## src/rtl/occupancy_pkg.sv

```systemverilog
// Shared grid constants and reader FSM state encoding for the occupancy grid
// reader and writer.
package occupancy_pkg;

  localparam int X_WIDTH    = 5;
  localparam int Y_WIDTH    = 4;
  localparam int CELL_WIDTH = 8;
  localparam int ADDR_WIDTH = 9;

  localparam logic [X_WIDTH-1:0] X_MAX = '1;
  localparam logic [Y_WIDTH-1:0] Y_MAX = '1;

  typedef enum logic [2:0] {
    ST_IDLE = 3'd0,
    ST_RD0  = 3'd1,
    ST_RD1  = 3'd2,
    ST_RD2  = 3'd3,
    ST_RD3  = 3'd4,
    ST_WAIT = 3'd5,
    ST_OUT  = 3'd6
  } rd_state_t;

endpackage

```

## src/rtl/index_to_address.sv

```systemverilog
// Maps a grid cell index (x, y) to its grid RAM address, row-major with
// 32 cells per row.
module index_to_address
  import occupancy_pkg::*;
(
  input  logic [X_WIDTH-1:0]    x,
  input  logic [Y_WIDTH-1:0]    y,
  output logic [ADDR_WIDTH-1:0] addr
);

  assign addr = {y, x};

endmodule

```

## src/rtl/occupancy_neighbor_reader.sv

```systemverilog
// Reads the 2x2 neighbourhood (x,y)..(x+1,y+1) of a grid cell from a
// one-cycle-latency RAM. Define OCCUPANCY_EDGE_CLAMP_EN to clamp neighbours
// past the grid edge instead of returning zero for them.
module occupancy_neighbor_reader
  import occupancy_pkg::*;
(
  input  logic                  clock,
  input  logic                  reset_n,
  input  logic                  q_valid,
  output logic                  q_ready,
  input  logic [4:0]            q_x,
  input  logic [3:0]            q_y,
  output logic                  mem_rd_en,
  output logic [8:0]            mem_address,
  input  logic [7:0]            mem_rd_data,
  output logic                  res_valid,
  input  logic                  res_ready,
  output logic [7:0]            res_c00,
  output logic [7:0]            res_c10,
  output logic [7:0]            res_c01,
  output logic [7:0]            res_c11,
  output logic [2:0]            dbg_state
);

  // Handshakes: a transfer happens on a rising edge where valid && ready.
  // q_ready is high only in IDLE; res_valid is high only in OUT and the
  // result registers do not change while it is high.

  rd_state_t               state_q, state_d;
  logic [X_WIDTH-1:0]      x_q, x_d;
  logic [Y_WIDTH-1:0]      y_q, y_d;
  logic [CELL_WIDTH-1:0]   c00_q, c00_d, c10_q, c10_d, c01_q, c01_d, c11_q, c11_d;

  logic [X_WIDTH-1:0]      nx;
  logic [Y_WIDTH-1:0]      ny;
  logic                    oob_x, oob_y;
  logic [X_WIDTH-1:0]      idx_x;
  logic [Y_WIDTH-1:0]      idx_y;
  logic [ADDR_WIDTH-1:0]   idx_addr;
  logic                    rd_en;

`ifdef OCCUPANCY_EDGE_CLAMP_EN
  assign nx    = (x_q == X_MAX) ? x_q : x_q + 1'b1;
  assign ny    = (y_q == Y_MAX) ? y_q : y_q + 1'b1;
  assign oob_x = 1'b0;
  assign oob_y = 1'b0;
`else
  // The wrapped nx/ny never reach the RAM: oob_* suppresses the read.
  assign nx    = x_q + 1'b1;
  assign ny    = y_q + 1'b1;
  assign oob_x = (x_q == X_MAX);
  assign oob_y = (y_q == Y_MAX);
`endif

  index_to_address u_index_to_address (
    .x    (idx_x),
    .y    (idx_y),
    .addr (idx_addr)
  );

  always_comb begin
    state_d   = state_q;
    x_d       = x_q;
    y_d       = y_q;
    c00_d     = c00_q;
    c10_d     = c10_q;
    c01_d     = c01_q;
    c11_d     = c11_q;
    idx_x     = x_q;
    idx_y     = y_q;
    rd_en     = 1'b0;
    q_ready   = 1'b0;
    res_valid = 1'b0;
    case (state_q)
      ST_IDLE: begin
        q_ready = 1'b1;
        if (q_valid) begin
          x_d     = q_x;
          y_d     = q_y;
          state_d = ST_RD0;
        end
      end
      ST_RD0: begin
        rd_en   = 1'b1;
        state_d = ST_RD1;
      end
      // Each RD state also captures the data of the read issued one state earlier.
      ST_RD1: begin
        idx_x   = nx;
        rd_en   = !oob_x;
        c00_d   = mem_rd_data;
        state_d = ST_RD2;
      end
      ST_RD2: begin
        idx_y   = ny;
        rd_en   = !oob_y;
        c10_d   = oob_x ? '0 : mem_rd_data;
        state_d = ST_RD3;
      end
      ST_RD3: begin
        idx_x   = nx;
        idx_y   = ny;
        rd_en   = !(oob_x || oob_y);
        c01_d   = oob_y ? '0 : mem_rd_data;
        state_d = ST_WAIT;
      end
      ST_WAIT: begin
        c11_d   = (oob_x || oob_y) ? '0 : mem_rd_data;
        state_d = ST_OUT;
      end
      ST_OUT: begin
        res_valid = 1'b1;
        if (res_ready) state_d = ST_IDLE;
      end
      default: state_d = ST_IDLE;
    endcase
  end

  always_ff @(posedge clock or negedge reset_n) begin
    if (!reset_n) begin
      state_q <= ST_IDLE;
      x_q     <= '0;
      y_q     <= '0;
      c00_q   <= '0;
      c10_q   <= '0;
      c01_q   <= '0;
      c11_q   <= '0;
    end else begin
      state_q <= state_d;
      x_q     <= x_d;
      y_q     <= y_d;
      c00_q   <= c00_d;
      c10_q   <= c10_d;
      c01_q   <= c01_d;
      c11_q   <= c11_d;
    end
  end

  assign mem_rd_en   = rd_en;
  assign mem_address = rd_en ? idx_addr : '0;
  assign res_c00     = c00_q;
  assign res_c10     = c10_q;
  assign res_c01     = c01_q;
  assign res_c11     = c11_q;
  assign dbg_state   = state_q;

endmodule

```

## config.mk

```make
export PLATFORM = sky130hd
export DESIGN_NAME = occupancy_neighbor_reader
export DESIGN_NICKNAME = d
export VERILOG_FILES = /design/src/rtl/occupancy_pkg.sv /design/src/rtl/index_to_address.sv /design/src/rtl/occupancy_neighbor_reader.sv
export SDC_FILE = /design/constraint.sdc
export NUM_CORES = 1
export LEC_CHECK = 0
export BUFFER_PORTS_ARGS = -buffer_cell sky130_fd_sc_hd__buf_2
export CAP_MARGIN = 20
export CORE_MARGIN = 1
export CORE_UTILIZATION = 53
export CTS_BUF_LIST = sky130_fd_sc_hd__clkbuf_4
export CTS_CLUSTER_DIAMETER = 40
export DETAILED_ROUTE_END_ITERATION = 10
export HOLD_SLACK_MARGIN = 0.03
export PLACE_DENSITY_LB_ADDON = 0.15
export SLEW_MARGIN = 10
export SYNTH_ARGS = -nofsm -noshare
export SYNTH_HDL_FRONTEND = slang
export SYNTH_HIERARCHICAL = 1
export SYNTH_SLANG_ARGS = --single-unit
export TNS_END_PERCENT = 20
```

## constraint.sdc

```tcl
create_clock -name clock -period 2.4 [get_ports clock]
set_input_delay 0.36 -clock clock [delete_from_list [all_inputs] [get_ports clock]]
set_output_delay 0.36 -clock clock [all_outputs]
set_load 0.01 [all_outputs]
```

Word level (Yosys, flattened, before mapping)
Cells that the tools add are included.
{"block": "totals", "reg_bits": 44, "inputBits": 21, "out_inout_bits": 47, "word_cells": 40}
{"block": "classes", "add_sub_neg": 2, "n_eq_ne": 10, "n_mux": 12, "n_reduce_logical": 9}
{"operator": "$mux 8", "n": 3}
{"operator": "$pmux 3 s7", "n": 1}
{"operator": "$eq 3x3->1 const B", "n": 3}
{"operator": "$mux 9", "n": 1}
{"operator": "$eq 3x2->1 const B", "n": 2}
{"operator": "$mux 3", "n": 2}
{"operator": "$add 5x1->5 const B", "n": 1}
{"operator": "$eq 5x5->1 const B", "n": 1}
{"operator": "$mux 5", "n": 1}
{"operator": "$add 4x1->4 const B", "n": 1}
{"operator": "$eq 4x4->1 const B", "n": 1}
{"operator": "$mux 4", "n": 1}
{"operator": "$ne 2x2->1 const B", "n": 2}
{"operator": "$pmux 1 s4", "n": 1}
{"operator": "$reduce_and 2->1", "n": 2}
{"operator": "$reduce_or 2->1", "n": 2}
{"operator": "$eq 3x1->1 const B", "n": 1}
{"operator": "$logic_not 1->1", "n": 3}
{"operator": "$logic_not 3->1", "n": 1}
{"operator": "$mux 1", "n": 2}
{"operator": "$logic_or 1x1->1", "n": 1}

Longest topological paths before layout
Gate-level depths: netlist of run 1.
{"block": "logic_depth", "ltp_word": 5, "ltp_mapped": 7, "ltp_nobuf": 6}

By module
The synthesis of run 1 kept the hierarchy.
{"mod": "occupancy_neighbor_reader", "n_inst": 1, "cells_per_inst": 181, "area_each_um2": 2089.5, "seq_area_each_um2": 1101.1}
{"mod": "index_to_address", "n_inst": 1, "cells_per_inst": 9, "area_each_um2": 67.6, "seq_area_each_um2": 0.0}

Worst setup path after synthesis of run 1
No wires, ideal clock.
{"block": "synth_timing", "path_kind": "register to output", "startpoint": "reg x_q[0]", "endpoint": "out mem_address[0]", "t_arrival_ps": 1872, "t_required_ps": 2040, "setup_slack_ps": 168, "stages_incl_launch_ff": 8, "n_path_buf": 1, "path_cell_list": "dfrtp_1 > ha_1 > and3_1 > ha_1 > clkbuf_1 > nor4b_1 > a221oi_4 > nor2b_1"}
{"block": "synth_between", "elab_chain_cells": 5, "elab_cells_between_ends": 8, "classes_between": "1 x add/sub; 1 x eq/ne; 3 x mux; 3 x reduce/logical"}
{"element": "from (decl)", "line_no": "occupancy_neighbor_reader.sv:30", "text": "logic [X_WIDTH-1:0] x_q, x_d;"}
{"element": "from (signal assigned)", "line_no": "occupancy_neighbor_reader.sv:122", "text": "x_q <= '0;"}
{"element": "from (signal assigned)", "line_no": "occupancy_neighbor_reader.sv:130", "text": "x_q <= x_d;"}
{"element": "parallel branches: the longest is 4 deep, another holds $add 5x1->5"}
{"element": "$mux 9 (*)", "line_no": "occupancy_neighbor_reader.sv:140", "text": "assign mem_address = rd_en ? idx_addr : '0;"}
{"element": "to (decl)", "line_no": "occupancy_neighbor_reader.sv:14", "text": "output logic [8:0] mem_address,"}
Mark *: on every way between the ends.

Worst setup path after layout of run 1
{"block": "layout_timing", "startpoint": "reg state_q[1] (netlist: dbg_state[1])", "endpoint": "out mem_address[6]"}
{"block": "layout_between", "elab_chain_cells": 4, "elab_cells_between_ends": 8, "classes_between": "4 x eq/ne; 3 x mux; 1 x reduce/logical"}
{"element": "from (decl)", "line_no": "occupancy_neighbor_reader.sv:29", "text": "rd_state_t state_q, state_d;"}
{"element": "from (signal assigned)", "line_no": "occupancy_neighbor_reader.sv:129", "text": "state_q <= state_d;"}
{"element": "$eq 3x3->1 / $eq 3x2->1 (equally long branches)", "line_no": "occupancy_neighbor_reader.sv:74", "text": "case (state_q)"}
{"element": "$reduce_or 2->1 (no source line) (*)"}
{"element": "$mux 4 (*)", "line_no": "occupancy_neighbor_reader.sv:74"}
{"element": "via idx_y[1]", "line_no": "occupancy_neighbor_reader.sv:38", "text": "logic [Y_WIDTH-1:0] idx_y;"}
{"element": "$mux 9 (*)", "line_no": "occupancy_neighbor_reader.sv:140"}
Mark *: on every way through the listed nets, which the timed path passes. The rest lies on a longest branch.

==> run summary, run 1 <==
post-synth top area share: 0.510
initial cell density of the core: 0.572
H-tree Lvls: 2
Die X: 65.8 um
synthesized-area fraction occupied by adder cells: 0.0174
post-synth top area cell: dfrtp_1
Placement Rows: 22
CP Class: flop to output pin
Die Span Y: 65.8 um
XOR/XNOR share of the synthesized area: 0.0284
Post-Syn Nets: 214
worst vdd ir: 0.000807 V
Critical Path Sink Type: output pin
RSZ-0062 raised after global routing: yes
Yosys Warn Count: 6
clock skew: 9.67 ps
Finished Core Util: 0.709
DRC: 0
GR Util All Layers: 0.221
worst skew pair latency: 350 ps
final setup violation count: 0
Sum Neg Setup Slack: 0 ps
minimum clock period: 2390 ps
Vias: 1606
die area: 4330 um2
Pleak: 1.32 nW
Arrival @ worst endpoint: 2030 ps
Synth Instances: 190
status: finished clean
Synth Register Bits: 44
final hold viol count: 0
largest family of logic cells by synthesized area: simple AND/OR/NAND/NOR gates
Initial DRC Count: 94
Pwr per Cell Area: 1510 nW/um2
CTS tree: built
hold crit path type: input pin to asynchronous set/reset pin
Routed WL per cell: 14.0 um
total power draw: 4.03 mW
Synth area leaders: dfrtp_1, mux2_2, nand2_1, o21ai_0, buf_4
# hold bufs at CTS: 0
root buffer cell: clkbuf_4
initial antenna violation count: 0
Port Buf Inserts: 67
drt first pass iters: 4
startpoint types: flop
relative slew slack: 0.636
fmax: 0.419 GHz
vias in the first global route: 1490
share of cells above drive strength 1: 0.471
antenna cells: 0
vias per inst: 5.27
clock buffer count from CTS: 5
Synth Cell Area: 2160 um2
RePlAce Congestion: 0.735
post-route ant nets: 0
Synth-to-Final Area Change: 24.0%
max-slew violations: 0
Worst Max-Slew Pin Slew: 546 ps
gr ovfl total: 0
Sink Count: 44
first-pass GRT wire length: 7.09 mm
clock transition at the registers of the reported paths: 120 ps
CP max FO: 11
mux cell area share after synthesis: 0.104
max cap viols: 0
synthesized area per cell: 11.4 um2
Final #Nets: 281
clock buffer depth: 2
core area: 3770 um2
synth unique cells: 31
Seq/Total Area, Yosys: 0.510
Compound-Gate Fraction of Synth Area: 0.119
Post-DP HPWL: 3.09 mm
post-detailed-routing wire length: 4.27 mm
pin count of the biggest net entering global routing: 45
boundary pin count: 68
WP data required: 2040 ps
Post-Synth Simple-Gate Area: 0.160
part of the cycle the worst path needs: 0.994
## final cells by class
cell class	instances	area, um2
clock buffer	5	37.5
clock inverter	2	60.1
fill	287	1100
inverter	2	7.51
multi-input combinational	126	968
sequential	44	1100
tap	48	60.1
timing repair buffer	78	437
## synthesized netlist by cell type
master and instances:
nand4_1 1, nor4b_1 1, ha_1 3, a211oi_1 1, xnor2_1 1, buf_2 5, a21boi_2 1, nor2b_1 10
nor3b_4 1, nand3_1 3, a221oi_4 1, nand3b_1 2, or3b_4 1, inv_1 2, and3_1 2, nand2_1 28
nor3_1 3, buf_6 1, a22o_1 8, nand2b_1 8, a31oi_4 2, nor2_1 1, and2_1 1, a21oi_2 1
xor2_1 6, buf_4 11, nor3b_1 2, o21ai_0 18, mux2_2 20, clkbuf_1 1, dfrtp_1 44
## worst max-delay path: stages (launching register included)
cell	delay, ps
dfrtp_2	500
or3b_4	450
nand2_1	130
mux2_2	340
nor2b_2	140
buf_2	130
## placed cells by master, fill, tap and decap left out, types with 2 or more instances in the layout
cell and count:
mux2_2 20, nor2b_1 9, inv_1 2, xor2_1 6, clkbuf_4 5, a31oi_4 2
dfrtp_1 42, nand3_1 3, bufinv_16 2, buf_2 66, o21ai_0 18, ha_2 2
nor3b_1 2, nand2_1 28, nand2b_1 8, dfrtp_2 2, buf_4 10, a22o_1 8
nor3_1 3, nand3b_1 2
## what timing repair did
action,in CTS,in global routing
gates resized for setup,9,3
pin swaps,2,3
setup buffers,3,2
endpoints found under the setup margin,10,10
## state kept, by name, summed over array words and instances (netlist names)
signal,count
dbg_state,3
res_c01,8
res_c10,8
y_q,4
x_q,5
res_c00,8
res_c11,8
## layer usage
layer	track usage	vias to the layer above	part of all wire
met5	0	-	0
met4	0.0652	0	0.011
met3	0.0534	7	0.063
met2	0.327	51	0.46
met1	0.321	768	0.47
li1	-	780	-
## power breakdown
group          internal (mW)  switching, mW  total, mW  leakage (nW)
Clock                  0.319          0.226      0.544        0.0513
Sequential              1.11          0.285       1.40         0.532
Combinational           1.07           1.01       2.09         0.741
Total                   2.50           1.52       4.03          1.32
## cell families (layout without fill, tap and decap cells)
kind of cell    Yosys count  after routing
compound gates           32             32
simple gates             64             64
xor+xnor                  7              7
fa+ha+maj                 3              3
buf+inv                  20             87
flops                    44             44
mux                      20             20
## path summary, 6_finish.rpt
kind                              startpoint              to  slack (ps)  depth (start not counted)
worst max-delay path            dbg_state[1]  mem_address[6]          10                          5
worst min-delay path                 reset_n          y_q[0]          60                          2
worst max register to register  dbg_state[2]          x_q[0]         590                          4
worst min register to register    res_c10[0]      res_c10[0]         490                          2
max in group asynchronous            reset_n    dbg_state[1]        1920                          2
min in group clock                    q_y[0]          y_q[0]         230                          2
## through the flow
step                      instances  setup WS (ps)  hold WS, ps  cell area, um2
after CTS                       304          -41.8         72.4            2640
after detailed placement        295           45.4          466            2490
final                           305           13.5         63.0            2670
after global routing            305           -127          101            2670
after global placement          295            188          458            2490
after floorplan                 190            168         64.4            2160
No activity file was read; power rests on OpenSTA's default activity.
==> run 2: changes to the inputs <==
- CORE_UTILIZATION: 53 -> 52
- SYNTH_HIERARCHICAL: 1 -> default
==> run 2 against run 1 <==
Compared with the run above: die area is 1.2% higher; critical endpoint unchanged; maximum frequency is 1.4% higher; synthesized cell count is 7.4% higher; worst hold slack better by 190 ps; largest power group unchanged; non-clock buffer count is 3 higher; global-route usage is 0.76 points higher; sequential power is 4% higher; clock skew is 1.4 ps lower; highest routed layer unchanged; sequential share of layout area is 0.68 points lower; final area is 1.7% higher.
==> run summary, run 2 <==
clock skew: 8.28 ps (-1.39 ps)
core area: 3800 um2 (+0.73%)
total power draw: 4.07 mW (+1.0%)
post-route ant nets: 0 (unchanged)
CTS tree: built
Clock power frac: 0.109 (-0.026)
relative slew slack: 0.631 (-0.00469)
synth unique cells: 37 (+19%)
DRC: 0 (unchanged)
post-synth top area cell: dfrtp_1
GR Util All Layers: 0.229 (+0.00762)
pin count of the biggest net entering global routing: 27 (-40%)
startpoint types: flop
initial cell density of the core: 0.564 (-0.00777)
Final #Nets: 305 (+8.5%)
count leader, synth: dfrtp_1
final setup violation count: 0 (unchanged)
Hold WS: 248 ps (+185 ps)
final hold viol count: 0 (unchanged)
clock buffer count from CTS: 5 (unchanged)
max cap viols: 0 (unchanged)
delay-heaviest family, CP: compound AO/OA/AOI/OAI gates
Top cell by count, worst path: a21oi_2
Vias: 1815 (+13%)
Worst path slowest cell: dfrtp_1
Top FF cell, synth: dfrtp_1
Die X: 66.2 um (+0.62%)
H-tree Lvls: 2 (unchanged)
part of the cycle the worst path needs: 0.981 (-0.0137)
Sw Ratio: 0.415 (+0.0369)
Synth area leaders: dfrtp_1, mux2_2, nand2_1, o21ai_0, a22o_1
share of cells above drive strength 1: 0.433 (-0.0382)
max-slew violations: 0 (unchanged)
drt first pass iters: 5 (+1)
vias per inst: 5.50 (+4.5%)
Worst Max-Slew Pin Slew: 553 ps (+7.04 ps)
post-detailed-routing wire length: 4.87 mm (+14%)
RSZ-0062 raised after global routing: yes
fmax: 0.425 GHz (+1.4%)
Synth Cell Area: 2140 um2 (-0.64%)
Post-DP Area: 2530 um2 (+1.6%)
first-pass GRT wire length: 7.50 mm (+5.8%)
Comb pwr share: 0.534 (+0.016)
RePlAce Congestion: 0.867 (+18%)
status: finished clean
Seq pwr share: 0.357 (+0.010)
worst setup margin: 46.4 ps (+32.9 ps)
crit path cell chain: ha_2 -> and3_4 -> ha_4 -> nor2_4 -> a21oi_2 -> o22a_2 -> a21oi_2 -> buf_2
slowest stage delay, CP: 420 ps (-80 ps)
Seq/Total Area, Yosys: 0.514 (+0.00328)
synthesized area per cell: 10.5 um2 (-7.5%)
Pleak: 1.33 nW (+0.77%)
WP data required: 2040 ps (about the same)
Die Span Y: 66.2 um (+0.62%)
die area: 4380 um2 (+1.2%)
vias in the first global route: 1561 (+4.8%)
antenna cells: 0 (unchanged)
CP Class: flop to output pin
initial antenna violation count: 0 (unchanged)
Post-Syn Nets: 228 (+6.5%)
most common cell after layout, fill and taps aside: buf_2
CP max FO: 7 (-4)
Synth Register Bits: 44 (unchanged)
Synth Instances: 204 (+7.4%)
Routed WL per cell: 14.7 um (+5.3%)
post-synth top area share: 0.514 (+0.00328)
design area: 2720 um2 (+1.7%)
crit path buf inv count: 1 (unchanged)
gr ovfl total: 0 (unchanged)
internal power: 2.38 mW (-5.0%)
Synth-to-Final Area Change: 26.9%
Yosys Warn Count: 0 (-6)
boundary pin count: 68 (unchanged)
Initial DRC Count: 113 (+20%)
worst skew pair latency: 340 ps (about the same)
Post-Place Worst Slack: 264 ps (+218 ps)
number of synthesized flops with an enable pin: 0 (unchanged)
Pwr per Cell Area: 1500 nW/um2 (-0.67%)
most frequent cells in the layout: buf_2, dfrtp_1, nand2_1
Placement Rows: 22 (unchanged)
Psw: 1.69 mW (+11%)
Critical Path Sink Type: output pin
clock buffer depth: 2 (unchanged)
hold crit path type: input pin to flop
FILL cells: 308 (+7.3%)
Arrival @ worst endpoint: 1990 ps (-40 ps)
root buffer cell: clkbuf_4
Port Buf Inserts: 67 (unchanged)
minimum clock period: 2350 ps (-32.9 ps)
share of synthesized registers carrying an async set or reset: 1.00 (unchanged)
worst vdd ir: 0.000875 V (+8.4%)
clock transition at the registers of the reported paths: 110 ps (about the same)
Post-DP HPWL: 3.41 mm (+10%)
synth cell count leaders: dfrtp_1, nand2_1, o21ai_0
Sink Count: 44 (unchanged)
## run 2: cell types whose count changed after synthesis, moves of 6 or more
cell	delta
a21oi_1	+6
buf_4	-7
nor2_1	+7
nor2b_1	-8
xor2_1	-6
## run 2: logic make-up (layout without fill, tap and decap cells)
logic type | Yosys count | count (layout) | synth area share
adder cells (fa/ha/maj) | 3 | 3 | 0.0175
buffers and inverters | 14 | 92 | 0.0374
AND/OR/NAND/NOR | 71 | 71 | 0.169
AO/OA/AOI/OAI | 49 | 49 | 0.148
multiplexers | 19 | 19 | 0.0987
flip-flops | 44 | 44 | 0.514
XOR/XNOR | 4 | 4 | 0.0163
## run 2: cell type report
type / count / area (um2) / area share
clock inverter: 3 / 42.5 / 0.0156
clock buffer: 5 / 37.5 / 0.0138
tap: 48 / 60.1 / 0.0221
multi-input combinational: 146 / 1020 / 0.374
sequential: 44 / 1100 / 0.406
inverter: 3 / 11.3 / 0.00414
timing repair buffer: 81 / 447 / 0.164
## run 2: path summary, 6_finish.rpt
check                        startpoint              to  slack, ps  cells past startpoint
max                              x_q[1]  mem_address[6]         50                      8
min                              q_x[2]          x_q[2]        250                      2
max reg2reg                dbg_state[2]          y_q[0]        460                      4
min reg2reg                  res_c10[5]      res_c10[5]        490                      2
max in group asynchronous       reset_n      res_c00[4]       1300                      3
min in group asynchronous       reset_n    dbg_state[0]        530                      2
## run 2: metal layers
layer / GRT usage / part of all wire / routed length (um) / vias to the layer above
met5: 0 / 0 / 0 / -
met4: 0.0718 / 0.0058 / 28 / 0
met3: 0.0569 / 0.065 / 316 / 4
met2: 0.319 / 0.44 / 2140 / 68
met1: 0.346 / 0.49 / 2390 / 862
li1: - / - / - / 881
## run 2: per-stage QoR
stage,utilization,TNS [ps],std cells
3_5_place_dp,0.666,0,316
6_report,0.716,0,330
4_1_cts,0.697,0,327
3_3_place_gp,0.666,0,316
5_1_grt,0.716,-280,330
2_1_floorplan,-,0,204
## run 2: power groups by stage
stage                     clock network [mW]  logic (mW)  registers, mW
after floorplan                            0        1.26           1.48
after global placement                     0        1.95           1.46
after detailed placement                   0        1.99           1.46
after CTS                              0.459        2.04           1.43
after global routing                   0.493        2.38           1.50
final                                  0.444        2.17           1.45
## run 2: repair_timing
action / 4_1_cts / 5_1_grt
setup buffers: 2 / 3
pin swaps: 4 / 3
hold buffers: 1 / 0
resized for setup: 6 / 11
setup endpoints to repair: 10 / 10
hold endpoints to repair: 24 / 0
==> run 3: changes to the inputs <==
- CORE_UTILIZATION: 52 -> 35
==> run 3 against run 2 <==
Compared with the run above: global-route usage shrank 6.3 points; sequential share of layout area up 0.37 points; first-iteration DRC count rose by 5.3%; wire length increased by 3.8%.
==> run summary, run 3 (synthesized netlist as in run 2, its figures left out) <==
share of cells above drive strength 1: 0.430 (-0.00252)
Arrival @ worst endpoint: 2030 ps (+40 ps)
first-pass GRT wire length: 8.05 mm (+7.3%)
CP Class: flop to output pin
Hold WS: 40.8 ps (-208 ps)
DRC: 0 (unchanged)
vias per inst: 4.94 (-10%)
Routed WL per cell: 14.3 um (-3.2%)
Finished Layout Cells: 354 (+7.3%)
startpoint types: flop
clock skew: 14.3 ps (+5.99 ps)
RSZ-0062 raised after global routing: yes
Die Span Y: 80.3 um (+21%)
Initial DRC Count: 119 (+5.3%)
status: finished clean
internal power: 2.24 mW (-5.7%)
Critical Path Sink Type: output pin
initial antenna violation count: 0 (unchanged)
FILL cells: 597 (+94%)
H-tree Lvls: 2 (unchanged)
part of the cycle the worst path needs: 0.995 (+0.0143)
Vias: 1750 (-3.6%)
worst setup margin: 12.0 ps (-34.4 ps)
Pwr per Cell Area: 1460 nW/um2 (-2.7%)
clock buffer depth: 2 (unchanged)
Placed Instances: 343 (+8.5%)
RePlAce Congestion: 0.715 (-17%)
vias in the first global route: 1593 (+2.0%)
worst vdd ir: 0.000487 V (-44%)
minimum clock period: 2390 ps (+34.4 ps)
post-route ant nets: 0 (unchanged)
post-detailed-routing wire length: 5.05 mm (+3.8%)
clock transition at the registers of the reported paths: 140 ps (+30 ps)
final setup violation count: 0 (unchanged)
Seq pwr share: 0.358 (about the same)
footprint of the multi-input gates: 1010 um2 (-0.86%)
GR Util All Layers: 0.166 (-0.0629)
crit path cell chain: ha_2 -> and3_4 -> ha_4 -> nor2_4 -> a21oi_1 -> o22a_2 -> a21oi_2 -> buf_2
Final #Nets: 303 (-0.66%)
Post-Place Worst Slack: 147 ps (-117 ps)
drt first pass iters: 6 (+1)
max cap viols: 0 (unchanged)
total power draw: 3.93 mW (-3.5%)
Port Buf Inserts: 67 (unchanged)
Placement Rows: 28 (+27%)
gr ovfl total: 0 (unchanged)
delay-heaviest family, CP: compound AO/OA/AOI/OAI gates
antenna cells: 0 (unchanged)
CTS tree: built
Pleak: 1.31 nW (-1.9%)
core area: 5920 um2 (+56%)
root buffer cell: clkbuf_4
pin count of the biggest net entering global routing: 45 (+67%)
Post-DP HPWL: 3.58 mm (+4.9%)
Clock power frac: 0.091 (-0.018)
slowest stage delay, CP: 420 ps (about the same)
RR Startpoint: x_q[0]
final hold viol count: 0 (unchanged)
Die X: 80.3 um (+21%)
Worst path slowest cell: dfrtp_1
Psw: 1.68 mW (-0.35%)
Synth-to-Final Area Change: 25.9%
boundary pin count: 68 (unchanged)
hold crit path type: input pin to asynchronous set/reset pin
Critical Path Start: x_q[0]
register area: 1100 um2 (+0.11%)
Worst Max-Slew Pin Slew: 553 ps (-0.247 ps)
clock buffer count from CTS: 5 (unchanged)
worst skew pair latency: 370 ps (+30 ps)
Comb pwr share: 0.551 (+0.017)
fmax: 0.419 GHz (-1.4%)
WP data required: 2040 ps (about the same)
# hold bufs at CTS: 0 (-1)
most common cell after layout, fill and taps aside: buf_2
relative slew slack: 0.630 (-0.00120)
Sw Ratio: 0.429 (+0.0136)
most frequent cells in the layout: buf_2, dfrtp_1, nand2_1
crit path buf inv count: 1 (unchanged)
max-slew violations: 0 (unchanged)
die area: 6440 um2 (+47%)
initial cell density of the core: 0.362 (-0.202)
CP max FO: 7 (unchanged)
Sink Count: 44 (unchanged)
==> run 3: cell count changes in the layout (fill, tap and decap cells not counted), sizes merged <==
cell | previous run | this run
clkinvlp | 0 | 1
bufinv | 1 | 0
clkinv | 2 | 1
buf | 80 | 79
dlygate4sd3 | 1 | 0
==> run 3: per-layer routing <==
layer | global-route usage | vias up | wire, um
li1 | - | 873 | -
met1 | 0.256 | 815 | 2610
met2 | 0.222 | 50 | 2090
met3 | 0.0250 | 12 | 237
met4 | 0.0750 | 0 | 121
met5 | 0 | - | 0
==> run 3: path summary, 6_finish.rpt <==
kind / end / slack, ps / cells past startpoint
max in group asynchronous: dbg_state[0] / 1930 / 2
worst max-delay path: mem_address[4] / 10 / 8
worst max register to register: res_c11[5] / 370 / 8
worst min register to register: res_c10[3] / 490 / 2
min in group clock: x_q[2] / 220 / 2
worst min-delay path: res_c01[2] / 40 / 2
==> run 3: final cells by class <==
type | instances | share of cell area
Sequential cell | 44 | 0.410
Multi-Input combinational cell | 146 | 0.374
Timing Repair Buffer | 79 | 0.159
Tap cell | 75 | 0.0348
Clock buffer | 5 | 0.0139
Clock inverter | 2 | 0.00464
Inverter | 3 | 0.00417
==> run 3: repair_timing <==
action	4_1_cts	5_1_grt
pin swaps	6	3
gates resized for setup	12	4
endpoints found under the setup margin	10	9
buffers inserted	4	0
==> run 3: through the flow <==
step | instance area, um2 | util | setup TNS, ps
finish | 2700 | 0.456 | 0
detailed placement | 2560 | 0.433 | 0
global route | 2700 | 0.456 | -407
global placement | 2560 | 0.433 | 0
floorplan | 2140 | - | 0
CTS | 2690 | 0.454 | 0
==> run 3: power by group through the flow <==
stage                     clock network (mW)  logic (mW)  registers, mW
after floorplan                            0        1.26           1.48
after global placement                     0        2.05           1.41
after detailed placement                   0        2.07           1.42
after CTS                              0.368        2.16           1.40
after global routing                   0.394        2.40           1.47
final                                  0.357        2.16           1.41
